===== src/rtl/apb_rw_scheduler.sv =====
// APB master sequencer for the AXI4-Lite bridge: round-robin write/read arbitration, one transfer in flight.
// Optional ACCESS-phase timeout is compiled in when APB_TIMEOUT_EN is defined.
module apb_rw_scheduler #(
  parameter int dataWidth      = 32,
  parameter int addrWidth      = 32,
  parameter int TIMEOUT_CYCLES = 16
) (
  input  logic                   clk,
  input  logic                   rst,
  input  logic                   wr_req_valid,
  output logic                   wr_req_ready,
  input  logic [addrWidth-1:0]   wr_addr,
  input  logic [dataWidth-1:0]   wr_data,
  input  logic [dataWidth/8-1:0] wr_strb,
  input  logic [2:0]             wr_prot,
  input  logic                   rd_req_valid,
  output logic                   rd_req_ready,
  input  logic [addrWidth-1:0]   rd_addr,
  input  logic [2:0]             rd_prot,
  output logic                   wr_done_valid,
  input  logic                   wr_done_ready,
  output logic [1:0]             wr_resp,
  output logic                   rd_done_valid,
  input  logic                   rd_done_ready,
  output logic [dataWidth-1:0]   rd_data,
  output logic [1:0]             rd_resp,
  output logic                   psel,
  output logic                   penable,
  output logic                   pwrite,
  output logic [addrWidth-1:0]   paddr,
  output logic [dataWidth-1:0]   pwdata,
  output logic [dataWidth/8-1:0] pstrb,
  output logic [2:0]             pprot,
  input  logic [dataWidth-1:0]   prdata,
  input  logic                   pready,
  input  logic                   pslverr,
  output logic [1:0]             fsm_state
);

  localparam int STRB_W = dataWidth / 8;

  if ((dataWidth % 8) != 0 || TIMEOUT_CYCLES < 1 || TIMEOUT_CYCLES > 255) begin : g_param_check
    $error("apb_rw_scheduler: illegal parameter value");
  end

  typedef enum logic [1:0] {
    IDLE   = 2'd0,
    SETUP  = 2'd1,
    ACCESS = 2'd2,
    RESP   = 2'd3
  } state_t;

  state_t              state_q, state_d;
  logic                last_wr_q;
  logic                cur_wr_q;
  logic [addrWidth-1:0] addr_q;
  logic [dataWidth-1:0] data_q;
  logic [STRB_W-1:0]   strb_q;
  logic [2:0]          prot_q;
  logic [1:0]          wr_resp_q, rd_resp_q;
  logic [dataWidth-1:0] rd_data_q;
  logic                grant_wr, grant_rd, accept, done_hs, timeout;

  // Handshakes: a transfer happens on a rising edge where valid and ready are both 1.
  // Request ready is only raised in IDLE for the granted side; done valid is only raised
  // in RESP and holds with stable resp/data until the matching done ready is seen.
  always_comb begin
    grant_wr = wr_req_valid && (!rd_req_valid || !last_wr_q);
    grant_rd = rd_req_valid && (!wr_req_valid ||  last_wr_q);
  end

  assign wr_req_ready = (state_q == IDLE) && !rst && grant_wr;
  assign rd_req_ready = (state_q == IDLE) && !rst && grant_rd;
  assign accept       = wr_req_ready || rd_req_ready;
  assign done_hs      = cur_wr_q ? wr_done_ready : rd_done_ready;

`ifdef APB_TIMEOUT_EN
  logic [7:0] wait_cnt_q;

  always_ff @(posedge clk) begin
    if (rst) begin
      wait_cnt_q <= '0;
    end else if (state_q == SETUP) begin
      wait_cnt_q <= '0;
    end else if (state_q == ACCESS && !pready) begin
      wait_cnt_q <= wait_cnt_q + 8'd1;
    end
  end

  // Fires on the TIMEOUT_CYCLES-th consecutive wait cycle; pready in that cycle still wins.
  assign timeout = (state_q == ACCESS) && !pready && (wait_cnt_q == 8'(TIMEOUT_CYCLES - 1));
`else
  assign timeout = 1'b0;
`endif

  always_comb begin
    state_d = state_q;
    case (state_q)
      IDLE:    if (accept) state_d = SETUP;
      SETUP:   state_d = ACCESS;
      ACCESS:  if (pready || timeout) state_d = RESP;
      RESP:    if (done_hs) state_d = IDLE;
      default: state_d = IDLE;
    endcase
  end

  always_ff @(posedge clk) begin
    if (rst) begin
      state_q   <= IDLE;
      last_wr_q <= 1'b0;
      cur_wr_q  <= 1'b0;
      addr_q    <= '0;
      data_q    <= '0;
      strb_q    <= '0;
      prot_q    <= '0;
      wr_resp_q <= '0;
      rd_resp_q <= '0;
      rd_data_q <= '0;
    end else begin
      state_q <= state_d;
      if (accept) begin
        last_wr_q <= grant_wr;
        cur_wr_q  <= grant_wr;
        addr_q    <= grant_wr ? wr_addr : rd_addr;
        data_q    <= grant_wr ? wr_data : '0;
        strb_q    <= grant_wr ? wr_strb : '0;
        prot_q    <= grant_wr ? wr_prot : rd_prot;
      end
      if (state_q == ACCESS && pready) begin
        if (cur_wr_q) begin
          wr_resp_q <= {pslverr, 1'b0};
        end else begin
          rd_resp_q <= {pslverr, 1'b0};
          rd_data_q <= pslverr ? '0 : prdata;
        end
      end else if (timeout) begin
        if (cur_wr_q) begin
          wr_resp_q <= 2'b10;
        end else begin
          rd_resp_q <= 2'b10;
          rd_data_q <= '0;
        end
      end
    end
  end

  assign psel          = (state_q == SETUP) || (state_q == ACCESS);
  assign penable       = (state_q == ACCESS);
  assign pwrite        = psel && cur_wr_q;
  assign paddr         = addr_q;
  assign pwdata        = data_q;
  assign pstrb         = strb_q;
  assign pprot         = prot_q;
  assign wr_done_valid = (state_q == RESP) &&  cur_wr_q;
  assign rd_done_valid = (state_q == RESP) && !cur_wr_q;
  assign wr_resp       = wr_resp_q;
  assign rd_resp       = rd_resp_q;
  assign rd_data       = rd_data_q;
  assign fsm_state     = state_q;

endmodule


===== config.mk =====
export PLATFORM = sky130hd
export DESIGN_NAME = apb_rw_scheduler
export DESIGN_NICKNAME = d
export VERILOG_FILES = /design/src/rtl/apb_rw_scheduler.sv
export SDC_FILE = /design/constraint.sdc
export NUM_CORES = 1
export LEC_CHECK = 0
export CAP_MARGIN = 20
export CORE_MARGIN = 4
export CORE_UTILIZATION = 41
export DETAILED_ROUTE_END_ITERATION = 12
export PLACE_DENSITY_LB_ADDON = 0.3
export SETUP_SLACK_MARGIN = 0.1
export SLEW_MARGIN = 20
export SYNTH_ARGS = -nofsm -noshare
export SYNTH_HDL_FRONTEND = slang
export SYNTH_SLANG_ARGS = --single-unit

===== constraint.sdc =====
create_clock -name clk -period 4.28 [get_ports clk]
set_clock_uncertainty 0.1 [all_clocks]
set_input_delay 0.856 -clock clk [delete_from_list [all_inputs] [get_ports clk]]
set_output_delay 0.856 -clock clk [all_outputs]
set_load 0.1 [all_outputs]

Yosys cells after proc, flatten, opt, wreduce, memory -nomap -nowiden
Cells that the tools add are included.
{ "totals": {"ff_bits": 108, "latch_bits": 0, "ramBits": 0, "rom_bits": 0, "input_bits": 146, "output_inout_bits": 116, "wordCells": 47, "memories": 0} }
{ "op_classes": {"add_sub_neg": 0, "n_mul": 0, "div": 0, "n_lt_le_gt_ge": 0, "eq_ne": 6, "shift": 0, "mux": 10, "bitwise_logic": 1, "n_reduce_logical": 21} }
{ "op_table": {"columns": ["operator", "n"], "rows": [
  ["2-to-1 mux 32 bit", 3],
  ["logical AND 1 bit", 9],
  ["one-hot mux 2 bit (4 select lines)", 1],
  ["2-to-1 mux 2 bit", 3],
  ["equality test 2 bit, second input constant", 2],
  ["logical NOT 1 bit", 4],
  ["logical OR 1 bit", 4],
  ["2-to-1 mux 4 bit", 1],
  ["!= test 2 bit, second input constant", 2],
  ["AND reduction 2 bit", 2],
  ["2-to-1 mux 3 bit", 1],
  ["AND reduction 3 bit", 1],
  ["equality test 2 x 1 -> 1 bit, second input constant", 1],
  ["logical NOT 2 bit", 1],
  ["!= test 2 x 1 -> 1 bit, second input constant", 1],
  ["2-to-1 mux 1 bit", 1],
  ["NOT 1 bit", 1]
]} }

Longest topological paths before layout
{ "depth": {"depth_word": 7, "depth_mapped": 8, "mapped_depth_nobuf": 6} }

Worst setup path before layout
OpenSTA, ideal clock, no wires.
{ "synth_path": {"path_type": "register to output", "start": "register state_q[0], in the netlist fsm_state[0]", "end": "output pwrite", "arrival_time_ps": 2925, "t_required_ps": 3324, "setup_slack_ps": 399, "path_stages_with_launch": 4, "n_path_buf": 0, "cell_sequence": "dfxtp_1 inv_1 ha_1 and2_1"} }
{ "synth_via": {"elab_chain_len": 3, "word_cells_on_any_way": 4, "classes_between": "2 x eq/ne; 2 x reduce/logical"} }
{ "synth_rtl": {"columns": ["item", "line", "text"], "rows": [
  ["start: declaration", "53", "state_t state_q, state_d;"],
  ["start signal: assignment", "120", "state_q <= state_d;"],
  ["equality test 2 x 1 -> 1 bit / equality test 2 bit (equally long branches)", "147", "assign psel = (state_q == SETUP) || (state_q == ACCESS);"],
  ["logical OR 1 bit *", "147", null],
  ["named net psel", "27", "output logic psel,"],
  ["logical AND 1 bit *", "149", "assign pwrite = psel && cur_wr_q;"],
  ["end: declaration", "29", "output logic pwrite,"]
]} }
Mark *: on every way through the listed nets, which the timed path passes. The rest lies on a longest branch.

Final worst setup path
{ "layout_path": {"start": "register cur_wr_q", "end": "output wr_done_valid"} }
{ "layout_via": {"elab_chain_len": 1} }
{ "layout_rtl": {"columns": ["item", "line", "text"], "rows": [
  ["start: declaration", "55", "logic cur_wr_q;"],
  ["start signal: assignment", "123", "cur_wr_q <= grant_wr;"],
  ["logical AND 1 bit", "154", "assign wr_done_valid = (state_q == RESP) && cur_wr_q;"],
  ["end: declaration", "20", "output logic wr_done_valid,"]
]} }
Every way passes these cells.

==> impl_metrics.toml <==
[grt]
antenna_found_initial = 0
first_global_vias = 4189
grtUsageTotal = 0.2076
gr-total-overflow = 0
grt_max_degree = 110
grt_first_pass_wirelength_um = 21420

[floorplanning]
die_w_um = 112.4
io_pins = 262
dieArea_mm2 = 0.01262
start_util = 0.4268
core_mm2 = 0.01046
rows = 37
die_h_um = 112.4

[clock_tree]
clkSinkCount = 108
cts_resized = 0
cts_root_buf = "clkbuf_8"
cts_hold_buf = 0
post_cts_buffers = 0
clockBufferDepth = 2
htreeDepth = 3
clkTransAtPathRegs_ps = 110
cts_tree = "yes"
clock_latency_ps = 340
cts_made_buffers = 9

[place]
portBuffers = 259
gp_congestion = 0.8411
hpwlAfterDp_um = 10360

[synth]
syn_area_mm2 = 0.004466
ys_seq_area_frac = 0.4842
yosys-top-cells-area = "dfxtp_1, mux2i_1, nor2_1"
ys_warn_count = 0
yosysTopAreaCellShare = 0.4842
avgSynthCellArea_um2 = 9.624
synth_edf_count = 0
async_flop_share = 0
synth-seq-cells = 108
synth_common_cells = "dfxtp_1, nor2_1, mux2i_1, nand2_1, a21oi_1"
yosys.area.top_type = "dfxtp_1"
yosysMostFrequentCell = "dfxtp_1"
syn_inst = 464
yosysUniqueCellTypes = 34
ys.flop_type = "dfxtp_1"

[routing]
drc = 0
dr_total_vias = 4231
dr_wl_met3_um = 1054
drt-vias-per-instance = 5.055
wl_per_cell_um = 16.39
detail_route.first_pass.iterations = 4
met1_length_um = 5057
drt_iter0_drc = 322
drtAntennaViolNets = 0
met2_length_um = 7159
totalWireLength_um = 13720
highest_layer = "met4"

[timing]
min_period_ps = 3282
post-route-period-util = 0.7669
hold_viol_final = 0
relSlewSlack = 0.3006
worstMarginPinSlew_ps = 1046
max_freq_mhz = 304.7
timing.setup.tns_ps = 0
rsz0062_at_grt = "false"
drv_slew = 0
finalSetupViolations = 0

[setup_path]
crit_type = "register to output pin"
endpoint_kind = "output pin"
cp.arrival_ps = 2330
cp-start-kind = "register"
required_ps = 3320
cp_max_fo = 11

[final_layout]
multi_input_area_mm2 = 0.001973
fin_nets = 845
regArea_mm2 = 0.002162
n_fill_cell = 846
syn2layout_area_growth_pct = 60.63
drive_above_1_share = 0.05991
antenna_cells = 0

[min_path]
hp-class = "register to register"

[run]
max_cap_violations = 0

[pwr]
p_per_area_mw_per_mm2 = 568.9
power_leakage_nw = 2.588
ir_drop_v = 0.0003751
p_total_mw = 4.081

[status]
status = "finished, final reports clean"
logic make-up (layout without fill, tap and decap cells):
kind of cell             after synthesis  count (layout)  share of synthesized area
AO/OA/AOI/OAI                        113             113                     0.1813
AND/OR/NAND/NOR                      155             155                     0.1636
buffers and inverters                 47             283                    0.07873
adder cells (fa/ha/maj)                3               3                   0.008407
flip-flops                           108             108                     0.4842
multiplexers                          37              37                    0.08294
other                                  1               2                  0.0008398
final cells by class:
| type | instances | share of cell area |
|---|---|---|
| repair buffers | 264 | 0.3672 |
| flip-flops and latches | 108 | 0.3014 |
| multi-input cells | 310 | 0.2751 |
| well taps | 136 | 0.02372 |
| clock buffers | 9 | 0.01727 |
| clock inverters | 7 | 0.01378 |
| inverters | 3 | 0.001570 |
placed cells by master, fill, tap and decap left out, types with 2 or more instances in the layout:
cell             instances
a211oi_1                35
clkinv_8                 2
ha_1                     3
nand2_1                 37
clkinv_4                 2
dfxtp_1                108
inv_1                    3
and2_1                   2
a22oi_1                 27
conb_1                   2
buf_4                    8
a22oi_2                  9
nor2_1                  74
clkbuf_8                 9
nand3b_1                32
a21oi_1                 36
mux2i_1                 37
nand3_1                  2
clkdlybuf4s50_1        254
through the flow:
step	setup slack (ps)	hold WS [ps]	utilization	instance area [um2]	cells
after floorplan	399.3	530.4	-	4469	465
final	997.6	357.5	0.6856	7173	837
after CTS	975.9	358.7	0.6852	7169	837
after global routing	862.4	384.5	0.6856	7173	837
after global placement	1021	337.5	0.6640	6947	821
after detailed placement	1000	342.5	0.6640	6947	821
final timing paths:
check,from,end,slack [ps],depth (start not counted)
worst min register to register,rd_data[16],rd_data[16],360,2
worst max-delay path,cur_wr_q,wr_done_valid,1000,2
worst max register to register,fsm_state[0],paddr[18],2000,7
worst min-delay path,rd_data[16],rd_data[16],360,2
power by group:
part	total, mW	internal [mW]	switching, mW
Clock	0.657	0.287	0.370
Sequential	1.24	1.15	0.0879
Combinational	2.18	0.568	1.62
Total	4.08	2.01	2.07
critical path, stage by stage (launching register included):
cell and delay [ps]:
dfxtp_1 620, and2_1 190, clkdlybuf4s50_1 1160
routing by layer:
metal	up-vias	global-route usage
met5	-	0
li1	2088	-
met4	0	0.08093
met2	158	0.3723
met1	1954	0.2302
met3	31	0.06146
state kept, by name (all words and copies together), names as in the netlist:
| signal | flops |
|---|---|
| pwdata | 32 |
| pprot | 3 |
| cur_wr_q | 1 |
| fsm_state | 2 |
| pstrb | 4 |
| rd_resp | 1 |
| wr_resp | 1 |
| rd_data | 32 |
| paddr | 32 |
(Power assumes the default switching activity.)
==> variant: new RTL, same flow settings <==
The parameter `addrWidth` goes from 32 to 48.
--- a/src/rtl/apb_rw_scheduler.sv
+++ b/src/rtl/apb_rw_scheduler.sv
@@ -2,7 +2,7 @@
 // Optional ACCESS-phase timeout is compiled in when APB_TIMEOUT_EN is defined.
 module apb_rw_scheduler #(
   parameter int dataWidth      = 32,
-  parameter int addrWidth      = 32,
+  parameter int addrWidth      = 48,
   parameter int TIMEOUT_CYCLES = 16
 ) (
   input  logic                   clk,
Ports: changed (resized paddr, rd_addr and wr_addr); port bits go from 262 to 310. No check against the original RTL was run, so the function may have changed too.
==> variant against the original RTL <==
Critical path type unchanged; setup slack got worse by 34 ps; design area up 27%; via count up 19%; sequential cell count grew 16; synthesized area increased by 21%; sequential share of layout area is 2.8 points lower; first-iteration DRC count fell by 29%; total power increased by 41%; wire length grew 32%; core utilization increased by 2.5 points.
==> variant: results <==
[placement]
place.gp.congestion = 0.7648
post_placement_worst_setup_slack_ps = 1131
dpl_cell_area_um2 = 8477
buffer_ports.inserted = 307
detailed_place_hpwl_um = 13320

[logic_synthesis]
yosys_warnings = 0
synth_common_cells = "sky130_fd_sc_hd__dfxtp_1 (124), sky130_fd_sc_hd__nor2_1 (65), sky130_fd_sc_hd__mux2i_1 (53)"
synthTopCellsByArea = "sky130_fd_sc_hd__dfxtp_1 (46%), sky130_fd_sc_hd__mux2i_1 (9.8%), sky130_fd_sc_hd__a22oi_2 (6.7%)"
synth_sequential_area_ratio_pct = 45.79
synth_ff_type = "sky130_fd_sc_hd__dfxtp_1"

[worst_setup_path]
crit_fanout = 3
r2r_setup_slack_ps = 1820
timing.critical_path.slowest_cell_delay_ps = 1170
timing.critical_path.arrival_ps = 2360
critical_path.reg2reg.endpoint = "paddr[15]"

[clock_network]
h-tree-depth = 4
clock_insertion_delay_worst_skew_ps = 400
ctsRootBufferMaster = "sky130_fd_sc_hd__clkbuf_16"
num_cts_buffers = 17
cts_repair_resize_count = 0
clk_transition_reported_paths_ps = 60

[power]
static-leakage-power_nw = 3.245
ir_drop_mv = 0.3660

[cells_and_area]
num-nets-final = 1000
largest_register_ff_count = 48
layout.cells.most_common = "sky130_fd_sc_hd__clkdlybuf4s50_1"
final_layout_size_suffix_gt1_share_pct = 16.23

[timing]
tightestPinTransition_ps = 1056
worst_hold_slack_ps = 349.9
final_min_period_over_clock_period_pct = 77.49

[global_routing]
grt.total_usage_pct = 23.18
grt_pass1_vias = 4998
grt_pass1_wl_um = 27050
largest_net_degree_at_the_start_of_global_routing = 79

[min_path]
hold_path.startpoint = "rd_data[15]"
hold-path-cell-count = 2
holdPathEnd = "rd_data[15]"

[run_status]
status = "complete, no violations"

[detailed_routing]
post_drt_via_cell_ratio = 4.996
detail_route.iter0.violations = 230
finalWirelength_um = 18160

[die]
fp.coreArea_um2 = 12770
-- variant: changes by cell type in the layout (fill, tap and decap cells not counted), sizes merged, moves of 3 or more --
| cell | unedited run | this run |
|---|---|---|
| dfxtp | 108 | 124 |
| clkdlybuf4s50 | 254 | 302 |
| clkbuf | 9 | 20 |
| a211oi | 35 | 51 |
| mux2i | 37 | 53 |
| nor2 | 75 | 91 |
| buf | 10 | 13 |
| clkinvlp | 1 | 4 |
-- variant: logic make-up after synthesis --
group | after synthesis | share of synthesized area, %
AO/OA/AOI/OAI | 129 | 21.51
adder cells (fa/ha/maj) | 3 | 0.6924
buffers and inverters | 54 | 6.370
flip-flops | 124 | 45.79
multiplexers | 53 | 9.785
other | 1 | 0.06917
AND/OR/NAND/NOR | 171 | 15.79
-- variant: per-stage QoR --
step	std cells	power, mW
2_1_floorplan	536	3.642
3_3_place_gp	972	4.277
3_5_place_dp	972	4.326
4_1_cts	1004	5.791
5_1_grt	1004	5.972
6_report	1004	5.758
-- variant: worst max-delay path by stage --
stage / slack (ps) / from / depth (start not counted) / end
2_1_floorplan: 400 / fsm_state[0] / 3 / pwrite
3_5_place_dp: 1130 / wr_req_valid / 5 / paddr[28]
5_1_grt: 900 / fsm_state[0] / 3 / psel
6_report: 960 / fsm_state[0] / 3 / psel
3_3_place_gp: 1250 / wr_req_valid / 5 / paddr[41]
4_1_cts: 940 / fsm_state[0] / 3 / psel
-- variant: area by class of cell --
type	count	area [um^2]
timing repair buffer	315	3146
clock inverter	12	145.1
inverter	3	11.26
clock buffer	20	456.7
tap	172	215.2
multi-input combinational	358	2623
sequential	124	2482
fill	947	3695
-- variant: metal layers --
layer	vias to the layer above	GRT usage [%]	routed length [um]
met4	0	8.997	427
met5	-	0	0
met3	28	8.005	1540
met1	2342	25.24	6920
li1	2451	-	-
met2	195	41.34	9275
-- variant: worst max-delay path: cells and delay by family (launching register included) --
kind | cells | cell delay (ps)
adders and majority gates | 1 | 330
buffers and inverters | 2 | 1270
DFF | 1 | 360
-- variant: power by group --
group	switching, mW	internal (mW)
Sequential	0.105	1.34
Clock	0.511	0.940
Combinational	2.09	0.765
